===== config.mk =====
export PLATFORM = sky130hd
export DESIGN_NAME = jk_timer
export DESIGN_NICKNAME = d
export VERILOG_FILES = /design/src/rtl/jk_timer_pkg.sv /design/src/rtl/jk_timer_prescale.sv /design/src/rtl/jk_timer.sv
export SDC_FILE = /design/constraint.sdc
export NUM_CORES = 1
export LEC_CHECK = 0
export CAP_MARGIN = 20
export CORE_MARGIN = 10
export CORE_UTILIZATION = 40
export CTS_CLUSTER_SIZE = 12
export DETAILED_ROUTE_END_ITERATION = 7
export DONT_BUFFER_PORTS = 1
export GPL_ROUTABILITY_DRIVEN = 0
export GPL_TIMING_DRIVEN = 0
export PLACE_DENSITY_LB_ADDON = 0.1
export SETUP_SLACK_MARGIN = 0.2
export SLEW_MARGIN = 10
export SYNTH_ARGS = -nofsm -noshare
export SYNTH_HDL_FRONTEND = slang
export SYNTH_SLANG_ARGS = --single-unit

===== constraint.sdc =====
create_clock -name CLK -period 2.24 [get_ports CLK]
set_clock_uncertainty 0.15 [all_clocks]
set_input_delay 0.448 -clock CLK [delete_from_list [all_inputs] [get_ports CLK]]
set_output_delay 0.448 -clock CLK [all_outputs]
set_load 0.005 [all_outputs]

===== src/rtl/jk_timer_pkg.sv =====
// Shared types and limits for the jk_timer loadable down-counter.
`default_nettype none

package jk_timer_pkg;

  typedef enum logic [1:0] {
    IDLE  = 2'd0,
    COUNT = 2'd1,
    DONE  = 2'd2
  } jk_timer_state_t;

  localparam int WIDTH_MAX    = 16;
  localparam int PRESCALE_MAX = 256;

endpackage

`default_nettype wire


===== src/rtl/jk_timer_prescale.sv =====
// Prescaler: emits one tick per PRESCALE incremented cycles; clr restarts the phase.
`default_nettype none

module jk_timer_prescale #(
  parameter int PRESCALE = 1
) (
  input  logic CLK,
  input  logic R,
  input  logic clr,
  input  logic inc,
  output logic tick
);

  localparam int CW = (PRESCALE > 1) ? $clog2(PRESCALE) : 1;

  generate
    if (PRESCALE > 1) begin : g_div
      localparam logic [CW-1:0] LAST = CW'(PRESCALE - 1);
      logic [CW-1:0] cnt;

      assign tick = inc & (cnt == LAST);

      always_ff @(posedge CLK) begin
        if (R || clr) begin
          cnt <= '0;
        end else if (inc) begin
          cnt <= (cnt == LAST) ? '0 : cnt + CW'(1);
        end
      end
    end else begin : g_bypass
      logic unused_bypass;
      assign unused_bypass = CLK ^ R ^ clr;
      assign tick          = inc;
    end
  endgenerate

endmodule

`default_nettype wire


===== src/rtl/jk_timer.sv =====
// Loadable, cascadable down-counter with registered terminal-count pulse and
// a JK-style sticky interrupt latch (J = expiry tick, K = ACK).
`default_nettype none

module jk_timer
  import jk_timer_pkg::*;
#(
  parameter int WIDTH    = 8,
  parameter int PRESCALE = 1
) (
  input  logic             CLK,
  input  logic             R,
  input  logic             EN,
  input  logic             LD,
  input  logic [WIDTH-1:0] D,
  input  logic             MODE,
  input  logic             ACK,
  output logic [WIDTH-1:0] Q,
  output logic             TC,
  output logic             IRQ,
  output logic             RUN
);

  jk_timer_state_t state, next_state;
  logic [WIDTH-1:0] reload;
  logic             presc_tick;
  logic             tick;
  logic             zero_tick;
  logic             presc_inc;

  assign presc_inc = EN & (state == COUNT);

  jk_timer_prescale #(
    .PRESCALE (PRESCALE)
  ) u_prescale (
    .CLK  (CLK),
    .R    (R),
    .clr  (LD),
    .inc  (presc_inc),
    .tick (presc_tick)
  );

  // A load in the same cycle swallows the tick, so no TC and no IRQ set.
  assign tick      = presc_tick & ~LD;
  assign zero_tick = tick & (Q == '0);

  always_ff @(posedge CLK) begin
    if (R) begin
      state <= IDLE;
    end else begin
      state <= next_state;
    end
  end

  always_comb begin
    next_state = state;
    case (state)
      IDLE:    if (LD) next_state = COUNT;
      COUNT: begin
        if (LD)                      next_state = COUNT;
        else if (zero_tick && !MODE) next_state = DONE;
      end
      DONE:    if (LD) next_state = COUNT;
      default: next_state = IDLE;
    endcase
  end

  always_comb begin
    RUN = (state == COUNT);
  end

  always_ff @(posedge CLK) begin
    if (R) begin
      Q      <= '0;
      reload <= '0;
    end else if (LD) begin
      Q      <= D;
      reload <= D;
    end else if (tick) begin
      if (Q != '0) begin
        Q <= Q - WIDTH'(1);
      end else if (MODE) begin
        Q <= reload;
      end
    end
  end

  // Set dominates clear so an expiry coinciding with ACK is never lost.
  always_ff @(posedge CLK) begin
    if (R) begin
      TC  <= 1'b0;
      IRQ <= 1'b0;
    end else begin
      TC <= zero_tick;
      if (zero_tick) begin
        IRQ <= 1'b1;
      end else if (ACK) begin
        IRQ <= 1'b0;
      end
    end
  end

endmodule

`default_nettype wire


==> impl_results.md, run 1 <==
* Ys async rst share at 0%
* Hold Path Sink: reload[5]
* Buf/Inv on CP at 2
* Overflow after GRT at 0
* Worst skew pair latency at 300 ps
* Htree depth at 1
* Via density at 5.77
* DRT antenna net count at 0
* Critical path class: reg2reg
* Fin crit share at about nine tenths
* Syn Area/Cell at 8.69 um^2
* Hold-fix buffers, CTS at 0
* Reg-to-reg critical path endpoint: Q[2]
* Levels on crit path at 6
* Num Clock Sinks at 20
* R2R depth at 6
* Layout cells sized above 1 at 22.9%
* Nets at 158
* Worst IR Drop VDD at 0.000458 V
* First-pass detailed-route iteration total at 4
* Main synth FF type: dfxtp_1
* Post-synth top cells: 20 x dfxtp_1, 10 x nor2_1, 8 x a21oi_1, 8 x inv_1, 8 x o21ai_0
* Max FO, Critical Path at 9
* Worst slew margin at 56.6%
* Largest cells by area after synthesis: dfxtp_1 35%, mux2i_1 5.3%, a21oi_1 3.5%
* Slew Viols, Final at 0
* Largest area contributor in the netlist: dfxtp_1
* Dpl cells at ~160
* Post-Layout Inst Area at 1320 um^2
* Flop-to-flop setup slack at 250 ps
* N_diodes at 0
* Placed Area at 1170 um^2
* CTS tree: yes
* Tot GR Track Use at 11.6%
* Achievable Freq at ~500 MHz
* Vias in the first global route at 998
* Routed Wire Length at 3030 um
* Root buf cell: clkbuf_4
* Initial Utilization at 41.3%
* Crit path time final at ~2000 ps
* Worst setup margin at 249 ps
* RSZ-0062 raised after global routing: yes
* Die Width at 73.1 um
* CP Data Arrival Time at 2080 ps
* Hold Vio Cnt, Final at 0
* Clock buffer depth at 2
* Area delta synth->final at 16.7%
* Seq/Total Area, Yosys at a little over a third
* CP Cell Sequence: or4_4 -> buf_6 -> o31ai_4 -> buf_4 -> o21ai_0 -> a21oi_1
* Hold Path Class: in2reg
* #FFs+latches synth at 20
* Status: completed
* Drt initial violations at 97
* Vias at 986
* Mapped Nets at 146
* Hold_sp: D[5]
* Initial antenna violation count at 0
* Die ar. at between 5000 and 6000 um^2
* Most numerous cell in the Yosys netlist: dfxtp_1
* CTS Buf Count at 3
* Synth top area share at 35.4%
* Non-Filler Instances at 171
* # port buffers at 0
* DRC at 0
* Synth Instances at 130
* DP Wirelength at 2230 um
* Setup WS pre-CTS at -92.6 ps
* Pwr dens at 644 nW/um^2
* Critical Path RT at between 2000 and 2500 ps
* Number of synthesized flops with an enable pin at 0
* Wire per inst at between 15 and 20 um
* WHS Path Cells at 2
* Largest net degree at the start of global routing at 11
* Clock Pin Slew Worst Setup and Hold Paths at 110 ps
* Total power at 849 uW
* Core ar. at 2730 um^2
* # setup viols final at 0
* Die H at 73.1 um
* Delay-heaviest family, CP: simple AND/OR/NAND/NOR gates
* Ys Warns at 0
* # rows at 19
* Final core utilization at 48.2%
* Worst-margin pin slew at 651 ps
* I/O Pins at 25
* Post-Syn Area at 1130 um^2
* Startpoint types: flip-flop
* Library cells used by synthesis at approximately 40
* First-pass GRT wire length at 4920 um
* FF-to-FF Start: Q[2]
* CP max stage cell: or4_4
* Max cap viols at 0
* Worst path max stage delay at 530 ps
* CP Capture Type: flip-flop
* Leakage at between 0.4 and 0.5 nW
## registers in the layout (all words and copies together), names as in the netlist
signal	cells
Q	8
state	2
IRQ	1
reload	8
TC	1
## worst max-delay path by stage
stage               endpoint  slack (ps)  start
finish                  Q[2]         250   Q[2]
CTS                     Q[2]         220   Q[3]
global route            Q[2]         180   Q[2]
global placement        Q[4]        -110   Q[0]
floorplan               Q[4]         210   Q[0]
detailed placement      Q[0]         -90   Q[0]
## stage by stage
| step | TNS [ps] | hold slack (ps) |
|---|---|---|
| 2_1_floorplan | 0 | 295 |
| 3_3_place_gp | -430 | 308 |
| 3_5_place_dp | -292 | 311 |
| 4_1_cts | 0 | 134 |
| 5_1_grt | 0 | 119 |
| 6_report | 0 | 137 |
## area by class of cell
cell class                 instances  area, um^2
fill                             273        1420
multi-input combinational         93         704
sequential                        20         413
timing repair buffer               7        52.6
buffer                             9        52.6
tap                               31        38.8
inverter                           8        35.0
clock buffer                       3        22.5
## placed cells by master (no fill, tap or decap), types with 2 or more instances in the layout
cell type   n
a311oi_1    2
o211ai_1    4
nand3_1     2
mux2i_1     6
nor3b_1     2
inv_1       6
o21ai_1     3
o31ai_1     3
nor2_1     10
o21ai_0     7
a211oi_1    4
nor3_1      6
buf_4       7
a21oi_1     8
nand2b_1    2
a221oi_2    2
xnor2_1     3
nand2_1     5
or3_1       2
clkbuf_4    3
dfxtp_4     3
dfxtp_1    16
clkbuf_1    6
inv_4       2
## where the power goes
group / total, mW / switching (mW) / internal, mW
registers: 0.424 / 0.0418 / 0.382
clock network: 0.170 / 0.107 / 0.0627
logic: 0.255 / 0.128 / 0.127
total: 0.849 / 0.277 / 0.572
## kinds of logic after synthesis
family,count (synthesis),share of synthesized area (%)
mux,6,5.32
compound gates,41,26.6
flops,20,35.4
buf+inv,17,6.42
xor+xnor,3,2.33
simple gates,41,21.7
fa+ha+maj,2,2.21
## repair_timing
| action | 4_1_cts | 5_1_grt |
|---|---|---|
| gates resized for setup | 15 | 7 |
| pin swaps | 7 | 3 |
| setup endpoints to repair | 8 | 8 |
| buffers inserted | 6 | 1 |
## per-layer routing
layer	part of all wire [%]	wire length (um)	global-route usage, %
met5	0	0	0
met1	44	1330	13.1
met2	47	1410	19.7
met4	0.56	17	2.53
met3	8.8	266	4.90
(Power assumes the default switching activity.)
==> inputs of run 2 (changes only) <==
- CAP_MARGIN: 20 -> not set
- TNS_END_PERCENT: not set -> 30
- clock period: 2.24 -> 2.31 ns (I/O delays scaled with it)
==> impl_results.md, run 2 (synthesized netlist as in run 1, its figures left out) <==
* Clock buffer depth at 2 (unchanged)
* Reg-to-reg critical path endpoint: Q[1]
* Overflow after GRT at 0 (unchanged)
* Layout filler cell count at 271 (-0.73%)
* FF-to-FF Start: Q[2]
* # rows at 19 (unchanged)
* CP Data Arrival Time at 2100 ps (+20 ps)
* Crit path time final at 2020 ps (+26.2 ps)
* Max cap viols at 0 (unchanged)
* Most common cell after layout, fill and taps aside: dfxtp_1
* Dpl cells at 161 (unchanged)
* Worst-margin pin slew at 636 ps (-14.6 ps)
* Wire per inst at 18.3 um (+3.7%)
* Delay-heaviest family, CP: compound AO/OA/AOI/OAI gates
* Max FO, Critical Path at 9 (unchanged)
* Via density at 6.01 (+4.2%)
* Worst skew pair latency at 310 ps (about the same)
* Vias at 1,027 (+4.2%)
* Top Registers: Q: 8 flops, reload: 8 flops, state: 2 flops
* Switching share of total power at 32.3% (-0.34 points)
* Worst slew margin at 57.6% (+0.97 points)
* Root buf cell: clkbuf_4
* Achievable Freq at 496 MHz (-1.3%)
* RSZ-0062 raised after global routing: yes
* Drt initial violations at 71 (-27%)
* CP Capture Type: flip-flop
* Worst path max stage delay at 550 ps (+20 ps)
* Routed Wire Length at 3140 um (+3.7%)
* Startpoint types: flip-flop
* Sw power at 281 uW (+1.2%)
* Hold Path Class: in2reg
* Gate power share at 28.0% (-2.1 points)
* Vias in the first global route at 1,003 (+0.50%)
* Area delta synth->final at 16.8% (about the same)
* Clock Pin Slew Worst Setup and Hold Paths at 120 ps (about the same)
* DRT antenna net count at 0 (unchanged)
* Pwr dens at 658 nW/um^2 (+2.2%)
* Non-Filler Instances at 171 (unchanged)
* Buf/Inv on CP at 1 (-1)
* Tot GR Track Use at 11.8% (+0.23 points)
* Initial antenna violation count at 0 (unchanged)
* N_diodes at 0 (unchanged)
* Fin crit share at 87.3% (-1.6 points)
* Initial Utilization at 41.3% (unchanged)
* First-pass GRT wire length at 5030 um (+2.3%)
* Leakage at 0.491 nW (+0.73%)
* Most frequent cells in the layout: 16 x dfxtp_1, 10 x nor2_1, 8 x a21oi_1, 8 x o21ai_0
* Total power at 869 uW (+2.3%)
* Num Clock Sinks at 20 (unchanged)
* Flop-to-flop setup slack at 290 ps (+40 ps)
* I/O Pins at 25 (unchanged)
* # port buffers at 0 (unchanged)
* Largest net degree at the start of global routing at 12 (+1)
* Htree depth at 1 (unchanged)
* Hold Path Sink: reload[5]
* Critical Path RT at 2390 ps (+60 ps)
* Die Width at 73.1 um (unchanged)
* CTS tree: yes
* CP Launch Point: Q[2]
* # setup viols final at 0 (unchanged)
* Internal power at 588 uW (+2.8%)
* DRC at 0 (unchanged)
* Hold-fix buffers, CTS at 0 (unchanged)
* Critical path class: reg2reg
* Hold_sp: D[5]
* CTS Buf Count at 3 (unchanged)
* R2R depth at 5 (-1)
* Status: completed
* Worst IR Drop VDD at 0.000454 V (-0.87%)
* Clock power frac at 24.6% (+4.6 points)
* Layout cells sized above 1 at 22.1% (-0.71 points)
* Die ar. at 5350 um^2 (unchanged)
* Flop pwr share at 47.4% (-2.5 points)
* First-pass detailed-route iteration total at 4 (unchanged)
* WHS Path Cells at 2 (unchanged)
* Slew Viols, Final at 0 (unchanged)
* CP Cell Sequence: or4_4 -> buf_6 -> o31ai_4 -> o21ai_1 -> a221oi_2
* Core ar. at 2730 um^2 (unchanged)
* Hold Vio Cnt, Final at 0 (unchanged)
* DP Wirelength at 2220 um (-0.73%)
* Die H at 73.1 um (unchanged)
* Nets at 157 (-0.63%)
* CP max stage cell: or4_4
==> run 2: cell count changes in the layout (fill, tap and decap cells not counted) <==
cell,before,now
buf_4,7,5
nor4_1,0,1
dfxtp_4,3,2
dfxtp_2,1,2
o21ai_0,7,8
o21ai_1,3,2
buf_6,1,2
nor4_2,1,0
clkbuf_8,1,2
==> run 2: how the worst max path moves through the flow <==
stage                      end  slack [ps]  depth (start not counted)
final                     Q[1]         290                          5
after CTS                 Q[0]         210                          7
after global routing      Q[5]         200                          6
after floorplan           Q[0]         250                          7
after detailed placement  Q[0]        -130                          7
after global placement    Q[0]        -120                          7
==> run 2: power by group through the flow <==
stage               sequential, mW  combinational, mW  clock (mW)
finish                       0.412              0.243       0.213
global route                 0.418              0.268       0.238
CTS                          0.410              0.234       0.223
global placement             0.415              0.201           0
floorplan                    0.405              0.167           0
detailed placement           0.416              0.202           0
==> run 2: worst reg2reg max path, cell delays in order, from the launching register on <==
cell and delay [ps]:
dfxtp_2 400, or4_4 550, buf_6 160, o31ai_4 300, o21ai_1 140, a221oi_2 240
==> run 2: final cells by class <==
class | count | area [um^2] | share of cell area (%)
inverter | 8 | 35.0 | 2.65
buffer | 9 | 52.6 | 3.98
tap | 31 | 38.8 | 2.94
timing repair buffer | 6 | 48.8 | 3.70
multi-input combinational | 93 | 698 | 52.9
clock buffer | 4 | 36.3 | 2.75
sequential | 20 | 410 | 31.1
==> run 2: timing repair <==
action / in CTS / in global routing
buffers inserted: 6 / 0
endpoints found under the setup margin: 8 / 8
pin swaps: 4 / 2
resized for setup: 16 / 6
==> run 2: through the flow <==
step / worst slack (ps) / setup TNS (ps) / hold slack (ps) / instance area [um^2] / utilization [%]
finish: 293 / 0 / 141 / 1320 / 48.3
global route: 198 / 0 / 131 / 1320 / 48.3
CTS: 210 / 0 / 134 / 1300 / 47.5
detailed placement: -135 / -456 / 313 / 1170 / 42.7
global placement: -125 / -456 / 308 / 1170 / 42.7
floorplan: 253 / 0 / 295 / 1130 / -
==> run 2: layer usage <==
| metal | part of all wire (%) | routed length (um) | up-vias | track usage, % |
|---|---|---|---|---|
| met5 | 0 | 0 | - | 0 |
| met4 | 1.4 | 44 | 0 | 4.43 |
| met3 | 10 | 315 | 6 | 5.03 |
| met2 | 47 | 1480 | 34 | 18.7 |
| met1 | 41 | 1300 | 483 | 13.8 |
| li1 | - | - | 504 | - |
